`src/rtl/lieat_exu_com_csrrf_pkg.sv`:
```
// Shared CSR definitions for the machine-mode CSR register file:
// address map, data/index widths, mstatus reset value and an implemented-index check.
package lieat_exu_com_csrrf_pkg;

    localparam int unsigned XLEN    = 32;
    localparam int unsigned CSR_IDX = 12;

    localparam logic [XLEN-1:0] MSTATUS_RV_DEF = 32'h0000_1800;

    typedef enum logic [CSR_IDX-1:0] {
        CSR_MSTATUS_ADDR   = 12'h300,
        CSR_MTVEC_ADDR     = 12'h305,
        CSR_MSCRATCH_ADDR  = 12'h340,
        CSR_MEPC_ADDR      = 12'h341,
        CSR_MCAUSE_ADDR    = 12'h342,
        CSR_MCYCLE_ADDR    = 12'hB00,
        CSR_MINSTRET_ADDR  = 12'hB02,
        CSR_MCYCLEH_ADDR   = 12'hB80,
        CSR_MINSTRETH_ADDR = 12'hB82,
        CSR_MVENDORID_ADDR = 12'hF11,
        CSR_MARCHID_ADDR   = 12'hF12
    } csr_addr_e;

    // Counter indices stay implemented even when the counters are configured out.
    function automatic logic csr_implemented(input logic [CSR_IDX-1:0] idx);
        case (idx)
            CSR_MSTATUS_ADDR, CSR_MTVEC_ADDR, CSR_MSCRATCH_ADDR, CSR_MEPC_ADDR,
            CSR_MCAUSE_ADDR, CSR_MCYCLE_ADDR, CSR_MINSTRET_ADDR, CSR_MCYCLEH_ADDR,
            CSR_MINSTRETH_ADDR, CSR_MVENDORID_ADDR, CSR_MARCHID_ADDR: return 1'b1;
            default: return 1'b0;
        endcase
    endfunction

endpackage

```
`src/rtl/lieat_exu_com_csrcnt.sv`:
```
// 64-bit CSR counter with per-half write enables; a write in a cycle suppresses the increment.
// ENABLE_P=0 removes all flops and ties the count to zero.
module lieat_exu_com_csrcnt #(
    parameter bit ENABLE_P = 1'b1
) (
    input  logic        clk,
    input  logic        rst_n,
    input  logic        inc_i,
    input  logic        wr_lo_i,
    input  logic        wr_hi_i,
    input  logic [31:0] wdata_lo_i,
    input  logic [31:0] wdata_hi_i,
    output logic [63:0] cnt_o
);

    if (ENABLE_P) begin : g_cnt
        logic [63:0] cnt_q, cnt_d;

        always_comb begin
            cnt_d = cnt_q;
            if (wr_lo_i || wr_hi_i) begin
                if (wr_lo_i) cnt_d[31:0]  = wdata_lo_i;
                if (wr_hi_i) cnt_d[63:32] = wdata_hi_i;
            end else if (inc_i) begin
                cnt_d = cnt_q + 64'd1;
            end
        end

        always_ff @(posedge clk or negedge rst_n) begin
            if (!rst_n) cnt_q <= '0;
            else        cnt_q <= cnt_d;
        end

        assign cnt_o = cnt_q;
    end else begin : g_off
        logic unused_in;
        assign unused_in = ^{clk, rst_n, inc_i, wr_lo_i, wr_hi_i, wdata_lo_i, wdata_hi_i};
        assign cnt_o     = '0;
    end

endmodule

```
`src/rtl/lieat_exu_com_csrrf.sv`:
```
// Machine-mode CSR register file: combinational read-before-write, two write ports
// (secondary wins on collision). Counters are built only with LIEAT_CSR_COUNTERS_EN defined.
module lieat_exu_com_csrrf
    import lieat_exu_com_csrrf_pkg::*;
#(
    parameter int unsigned       XLEN_P     = XLEN,
    parameter int unsigned       IDX_P      = CSR_IDX,
    parameter logic [XLEN_P-1:0] MSTATUS_RV = MSTATUS_RV_DEF
) (
    input  logic              clk,
    input  logic              rst_n,
    input  logic              csr_ena,
    input  logic              csr_write,
    input  logic              csr_read,
    input  logic [IDX_P-1:0]  csr_idx,
    input  logic [XLEN_P-1:0] csr_wdata,
    input  logic [IDX_P-1:0]  csr_idx2,
    input  logic [XLEN_P-1:0] csr_wdata2,
    output logic [XLEN_P-1:0] csr_rdata,
    output logic              csr_illegal,
    input  logic              instret_inc,
    output logic [XLEN_P-1:0] mtvec_o,
    output logic [XLEN_P-1:0] mepc_o
);

`ifdef LIEAT_CSR_COUNTERS_EN
    localparam bit CNT_EN = 1'b1;
`else
    localparam bit CNT_EN = 1'b0;
`endif

    logic [XLEN_P-1:0] mstatus_q, mstatus_d, mtvec_q, mtvec_d, mscratch_q, mscratch_d;
    logic [XLEN_P-1:0] mepc_q, mepc_d, mcause_q, mcause_d;
    logic [XLEN_P-1:0] cyc_dlo, cyc_dhi, ins_dlo, ins_dhi;
    logic              cyc_wlo, cyc_whi, ins_wlo, ins_whi;
    logic [63:0]       mcycle, minstret;
    logic [XLEN_P-1:0] rd_val;

    logic [1:0]        we_a;
    logic [IDX_P-1:0]  idx_a [2];
    logic [XLEN_P-1:0] wd_a  [2];

    assign we_a[0]  = csr_ena && csr_write;
    assign we_a[1]  = csr_ena && (csr_idx2 != '0);
    assign idx_a[0] = csr_idx;
    assign idx_a[1] = csr_idx2;
    assign wd_a[0]  = csr_wdata;
    assign wd_a[1]  = csr_wdata2;

    // Port 1 is decoded after port 0, so the secondary write wins on an index collision.
    always_comb begin
        mstatus_d  = mstatus_q;
        mtvec_d    = mtvec_q;
        mscratch_d = mscratch_q;
        mepc_d     = mepc_q;
        mcause_d   = mcause_q;
        cyc_wlo = 1'b0; cyc_whi = 1'b0; ins_wlo = 1'b0; ins_whi = 1'b0;
        cyc_dlo = '0;   cyc_dhi = '0;   ins_dlo = '0;   ins_dhi = '0;
        for (int unsigned p = 0; p < 2; p++) begin
            if (we_a[p]) begin
                case (idx_a[p])
                    CSR_MSTATUS_ADDR:   mstatus_d  = wd_a[p];
                    CSR_MTVEC_ADDR:     mtvec_d    = {wd_a[p][XLEN_P-1:2], 2'b00};
                    CSR_MSCRATCH_ADDR:  mscratch_d = wd_a[p];
                    CSR_MEPC_ADDR:      mepc_d     = {wd_a[p][XLEN_P-1:2], 2'b00};
                    CSR_MCAUSE_ADDR:    mcause_d   = wd_a[p];
                    CSR_MCYCLE_ADDR:    begin cyc_wlo = 1'b1; cyc_dlo = wd_a[p]; end
                    CSR_MCYCLEH_ADDR:   begin cyc_whi = 1'b1; cyc_dhi = wd_a[p]; end
                    CSR_MINSTRET_ADDR:  begin ins_wlo = 1'b1; ins_dlo = wd_a[p]; end
                    CSR_MINSTRETH_ADDR: begin ins_whi = 1'b1; ins_dhi = wd_a[p]; end
                    default: ;
                endcase
            end
        end
    end

    always_ff @(posedge clk or negedge rst_n) begin
        if (!rst_n) begin
            mstatus_q  <= MSTATUS_RV;
            mtvec_q    <= '0;
            mscratch_q <= '0;
            mepc_q     <= '0;
            mcause_q   <= '0;
        end else begin
            mstatus_q  <= mstatus_d;
            mtvec_q    <= mtvec_d;
            mscratch_q <= mscratch_d;
            mepc_q     <= mepc_d;
            mcause_q   <= mcause_d;
        end
    end

    lieat_exu_com_csrcnt #(.ENABLE_P(CNT_EN)) u_mcycle (
        .clk(clk), .rst_n(rst_n), .inc_i(1'b1),
        .wr_lo_i(cyc_wlo), .wr_hi_i(cyc_whi),
        .wdata_lo_i(cyc_dlo), .wdata_hi_i(cyc_dhi), .cnt_o(mcycle)
    );

    lieat_exu_com_csrcnt #(.ENABLE_P(CNT_EN)) u_minstret (
        .clk(clk), .rst_n(rst_n), .inc_i(instret_inc),
        .wr_lo_i(ins_wlo), .wr_hi_i(ins_whi),
        .wdata_lo_i(ins_dlo), .wdata_hi_i(ins_dhi), .cnt_o(minstret)
    );

    always_comb begin
        rd_val = '0;
        case (csr_idx)
            CSR_MSTATUS_ADDR:   rd_val = mstatus_q;
            CSR_MTVEC_ADDR:     rd_val = mtvec_q;
            CSR_MSCRATCH_ADDR:  rd_val = mscratch_q;
            CSR_MEPC_ADDR:      rd_val = mepc_q;
            CSR_MCAUSE_ADDR:    rd_val = mcause_q;
            CSR_MCYCLE_ADDR:    rd_val = mcycle[31:0];
            CSR_MCYCLEH_ADDR:   rd_val = mcycle[63:32];
            CSR_MINSTRET_ADDR:  rd_val = minstret[31:0];
            CSR_MINSTRETH_ADDR: rd_val = minstret[63:32];
            default:            rd_val = '0;
        endcase
    end

    assign csr_rdata   = (csr_ena && csr_read) ? rd_val : '0;
    assign csr_illegal = csr_ena && !csr_implemented(csr_idx);
    assign mtvec_o     = mtvec_q;
    assign mepc_o      = mepc_q;

endmodule

```
`config.mk`:
```
export PLATFORM = sky130hd
export DESIGN_NAME = lieat_exu_com_csrrf
export DESIGN_NICKNAME = d
export VERILOG_FILES = /design/src/rtl/lieat_exu_com_csrrf_pkg.sv /design/src/rtl/lieat_exu_com_csrcnt.sv /design/src/rtl/lieat_exu_com_csrrf.sv
export SDC_FILE = /design/constraint.sdc
export NUM_CORES = 1
export LEC_CHECK = 0
export ABC_CLOCK_PERIOD_IN_PS = 2900
export CORE_ASPECT_RATIO = 0.9
export CORE_MARGIN = 1
export CORE_UTILIZATION = 30
export CTS_CLUSTER_SIZE = 25
export DETAILED_ROUTE_END_ITERATION = 12
export GPL_TIMING_DRIVEN = 0
export SKIP_LAST_GASP = 1
export SYNTH_ARGS = -nofsm -noshare
export SYNTH_HDL_FRONTEND = slang
export SYNTH_SLANG_ARGS = --single-unit
```
`constraint.sdc`:
```
create_clock -name clk -period 2.9 [get_ports clk]
set_input_delay 0.58 -clock clk [delete_from_list [all_inputs] [get_ports clk]]
set_output_delay 0.58 -clock clk [all_outputs]
set_load 0.02 [all_outputs]
```
==> flow_summary_export.csv, run 1 <==
group,metric,value,unit
run_status,outcome,"finished, final reports clean",
finish,fin_area,13500,um2
route,routedWlPerCell,23.9,um
sta,maxSlewHeadroom,0.453,
route,drc,0,
job,drv_cap,0,
route,num_vias,10500,
floorplanning,start_util,0.307,
floorplanning,dieArea,32500,um2
synthesis,synth.distinct_cells,40,
synthesis,postSynth.asyncResetShare,1.00,
floorplanning,io_pins,191,
finish,area_growth,41.8,%
synthesis,synth-xor-area-share,0.000918,
sta,rsz0062_at_grt,"true",
critical_path,cp-start-kind,"input pin",
global_route,grt_max_degree,84,
critical_path,max_stage_delay,610,ps
synthesis,seq_area_frac_synth,0.420,
sta,fin_worst_skew,0,ps
sta,slew_violations,0,
floorplanning,die_w,190,um
sta,hold_viol_final,0,
synthesis,syn_area_per_cell,8.11,um2
sta,finalCritPeriodShare,0.993,
critical_path,crit_path_cell_trace,"buf_2 > clkbuf_8 > or4b_4 > clkbuf_8 > nor2_1 > o21ai_1 > a21oi_2 > buf_4",
finish,layout.nets,1498,
synthesis,synth_simple_gate_area_frac,0.246,
synthesis,synthAdderAreaFrac,0,
sta,min_period,2880,ps
synthesis,syn_area,9540,um2
power_and_ir_drop,leakage,0.00594,uW
synthesis,synth_edf_count,0,
floorplanning,std_cell_rows,61,
critical_path,cp_data_arrival_time,2300,ps
sta,max_freq,347,MHz
synthesis,syn-num-nets,1271,
placed_design,place_area,12000,um2
cts,clk_latency,440,ps
power_and_ir_drop,ir_worst_vdd,0.253,mV
route,drtAntennaViolNets,0,
global_route,grt_pass1_wl,64700,um
finish,fill_cells,3056,
floorplanning,fp.dieH,171,um
critical_path,crit_required,2320,ps
placed_design,hpwl,28900,um
finish,drive_gt1_frac,0.140,
critical_path,crit_top_cell,"clkbuf_8",
sta,worst_pin_slew,821,ps
cts,cts.sinks,160,
global_route,antenna_found_initial,1,
synthesis,syn_inst,1177,
hold_path,hold_class,"in2async",
route,drt-initial-drc-count,1311,
placed_design,globalplace.congestion,0.933,
route,viasPerCell,5.73,
cts,cts.path.max_buffers,2,
floorplanning,core,31100,um2
route,firstDrtPassIters,6,
cts,cts_made_buffers,17,
critical_path,setup.worst_path.class,"in2out",
synthesis,synth_top_family_by_area,"simple AND/OR/NAND/NOR gates",
cts,root_buffer,"clkbuf_16",
cts,cts_tree,"done",
global_route,grtUsageTotal,0.267,
critical_path,cp-end-kind,"output port",
placed_design,port_buffers,189,
sta,setup_viol,0,
critical_path,cp_max_fo,8,
synthesis,synth-main-ff-cell,"dfrtp_1",
sta,tns,0,ps
power_and_ir_drop,p_per_area,381,nW/um2
cts,htreeDepth,4,
global_route,grt_pass1_vias,10200,
route,wirelength,43700,um
critical_path,cp_slowest_cell,"or4b_4",
synthesis,synth-seq-cells,160,
synthesis,synth.area.mux_share,0.0986,
synthesis,synth-compound-area-share,0.184,
global_route,grt_overflow_total,0,
synthesis,synth_warnings,0,
cts,cts.clk_slew.worst_paths,60,ps
## worst paths after layout
kind / start / endpoint / slack (ps) / cells after the start
max reg2reg: mtvec_o[11] / mtvec_o[11] / 2070 / 2
min: rst_n / mtvec_o[31] / 130 / 1
max in group asynchronous: rst_n / mstatus_q[12] / 1880 / 2
min reg2reg: mscratch_q[27] / mscratch_q[27] / 520 / 2
max: csr_idx[2] / csr_rdata[28] / 20 / 8
min in group clk: mscratch_q[27] / mscratch_q[27] / 520 / 2
## registers in the layout, summed over array words and instances, names as in the netlist
name        flops
mepc_o         32
mscratch_q     32
mtvec_o        32
mcause_q       32
mstatus_q      32
## critical path: cells and delay by family
family / cells / cell delay [ps]
AOI/OAI and AO/OA: 2 / 280
buffers and inverters: 4 / 650
and+or+nand+nor: 2 / 770
## per-layer routing
layer,global-route usage,wire length (um)
met5,0,0
met4,0.109,1590
met3,0.0665,4450
met2,0.416,19900
met1,0.351,17800
## final cells by class
class,count,area (um2),share of cell area
Buffer,112,886,0.0655
Antenna cell,1,2.50,0.000185
Timing Repair Buffer,213,2080,0.154
Sequential cell,160,4010,0.296
Clock buffer,22,464,0.0343
Multi-Input combinational cell,899,5450,0.403
Tap cell,409,512,0.0378
Clock inverter,10,126,0.00934
Inverter,1,3.75,0.000277
## what timing repair did
action,4_1_cts,5_1_grt
endpoints found under the setup margin,59,57
hold buffers,0,0
gates resized for setup,397,34
gates cloned,7,1
buffers inserted,14,1
pin swaps,26,5
## synth_stat cells (3+ instances only)
cell type,instances,area share
a21oi_1,234,0.12
nor2_1,190,0.075
dfrtp_1,158,0.41
clkbuf_1,103,0.041
and3_1,100,0.066
nand2_1,96,0.038
mux2i_1,94,0.099
a31oi_1,48,0.031
nand4_1,46,0.030
o21ai_1,29,0.015
a22oi_1,14,0.011
buf_2,7,0.0037
and2_1,6,0.0039
nor4bb_1,6,0.0063
and4_1,5,0.0046
buf_1,4,0.0016
nor3_1,4,0.0021
nor4b_1,4,0.0037
buf_6,3,0.0035
o21ai_0,3,0.0016
## cell usage in the layout (no fill, tap or decap), types with 3 or more instances in the layout
cell	Yosys	layout
a21oi_1	234	225
nor2_1	190	184
dfrtp_1	158	158
clkdlybuf4s50_1	0	143
and3_1	100	100
nand2_1	96	96
mux2i_1	94	94
clkbuf_1	103	68
nand4_1	46	46
buf_4	0	33
a31oi_1	48	31
clkbuf_16	0	29
o21ai_1	29	26
buf_6	3	19
clkbuf_8	0	16
buf_2	7	14
a22oi_1	14	14
a31oi_4	0	12
clkbuf_4	0	7
a21oi_2	0	7
clkbuf_2	0	6
nor4bb_1	6	5
o21ai_2	0	5
a31oi_2	0	5
and2_1	6	4
buf_8	0	4
nor2_2	0	4
dlygate4sd2_1	0	4
nor4b_1	4	3
and4_1	5	3
and2_4	0	3
buf_12	0	3
nor3_1	4	3
inv_6	0	3
clkinvlp_4	0	3
## stage by stage
step	setup slack, ps	hold slack [ps]	total power [uW]	util	instances
3_3_place_gp	-5950	503	2780	0.385	1775
3_5_place_dp	-2050	510	2790	0.386	1776
2_1_floorplan	25.2	284	2440	-	1177
6_report	20.8	127	5150	0.435	1827
4_1_cts	-23.7	180	5150	0.434	1825
5_1_grt	-13.4	187	5280	0.435	1826
## report_power, final
group	total, uW	switching, uW	internal [uW]
registers	2270	15.7	2250
logic	524	310	215
clock network	2360	1030	1330
## logic make-up (layout without fill, tap and decap cells)
logic type	count (synthesis)	after routing
simple gates	473	473
compound gates	331	331
flops	160	160
buf+inv	118	358
mux	94	94
xor+xnor	1	1
other cells	0	1
(Power assumes the default switching activity.)
==> run 2, diff against run 1 <==
- CAP_MARGIN: default -> 20
==> results of run 2 <==
Same layout as run 1: the final DEF is identical, and so are final timing and power.
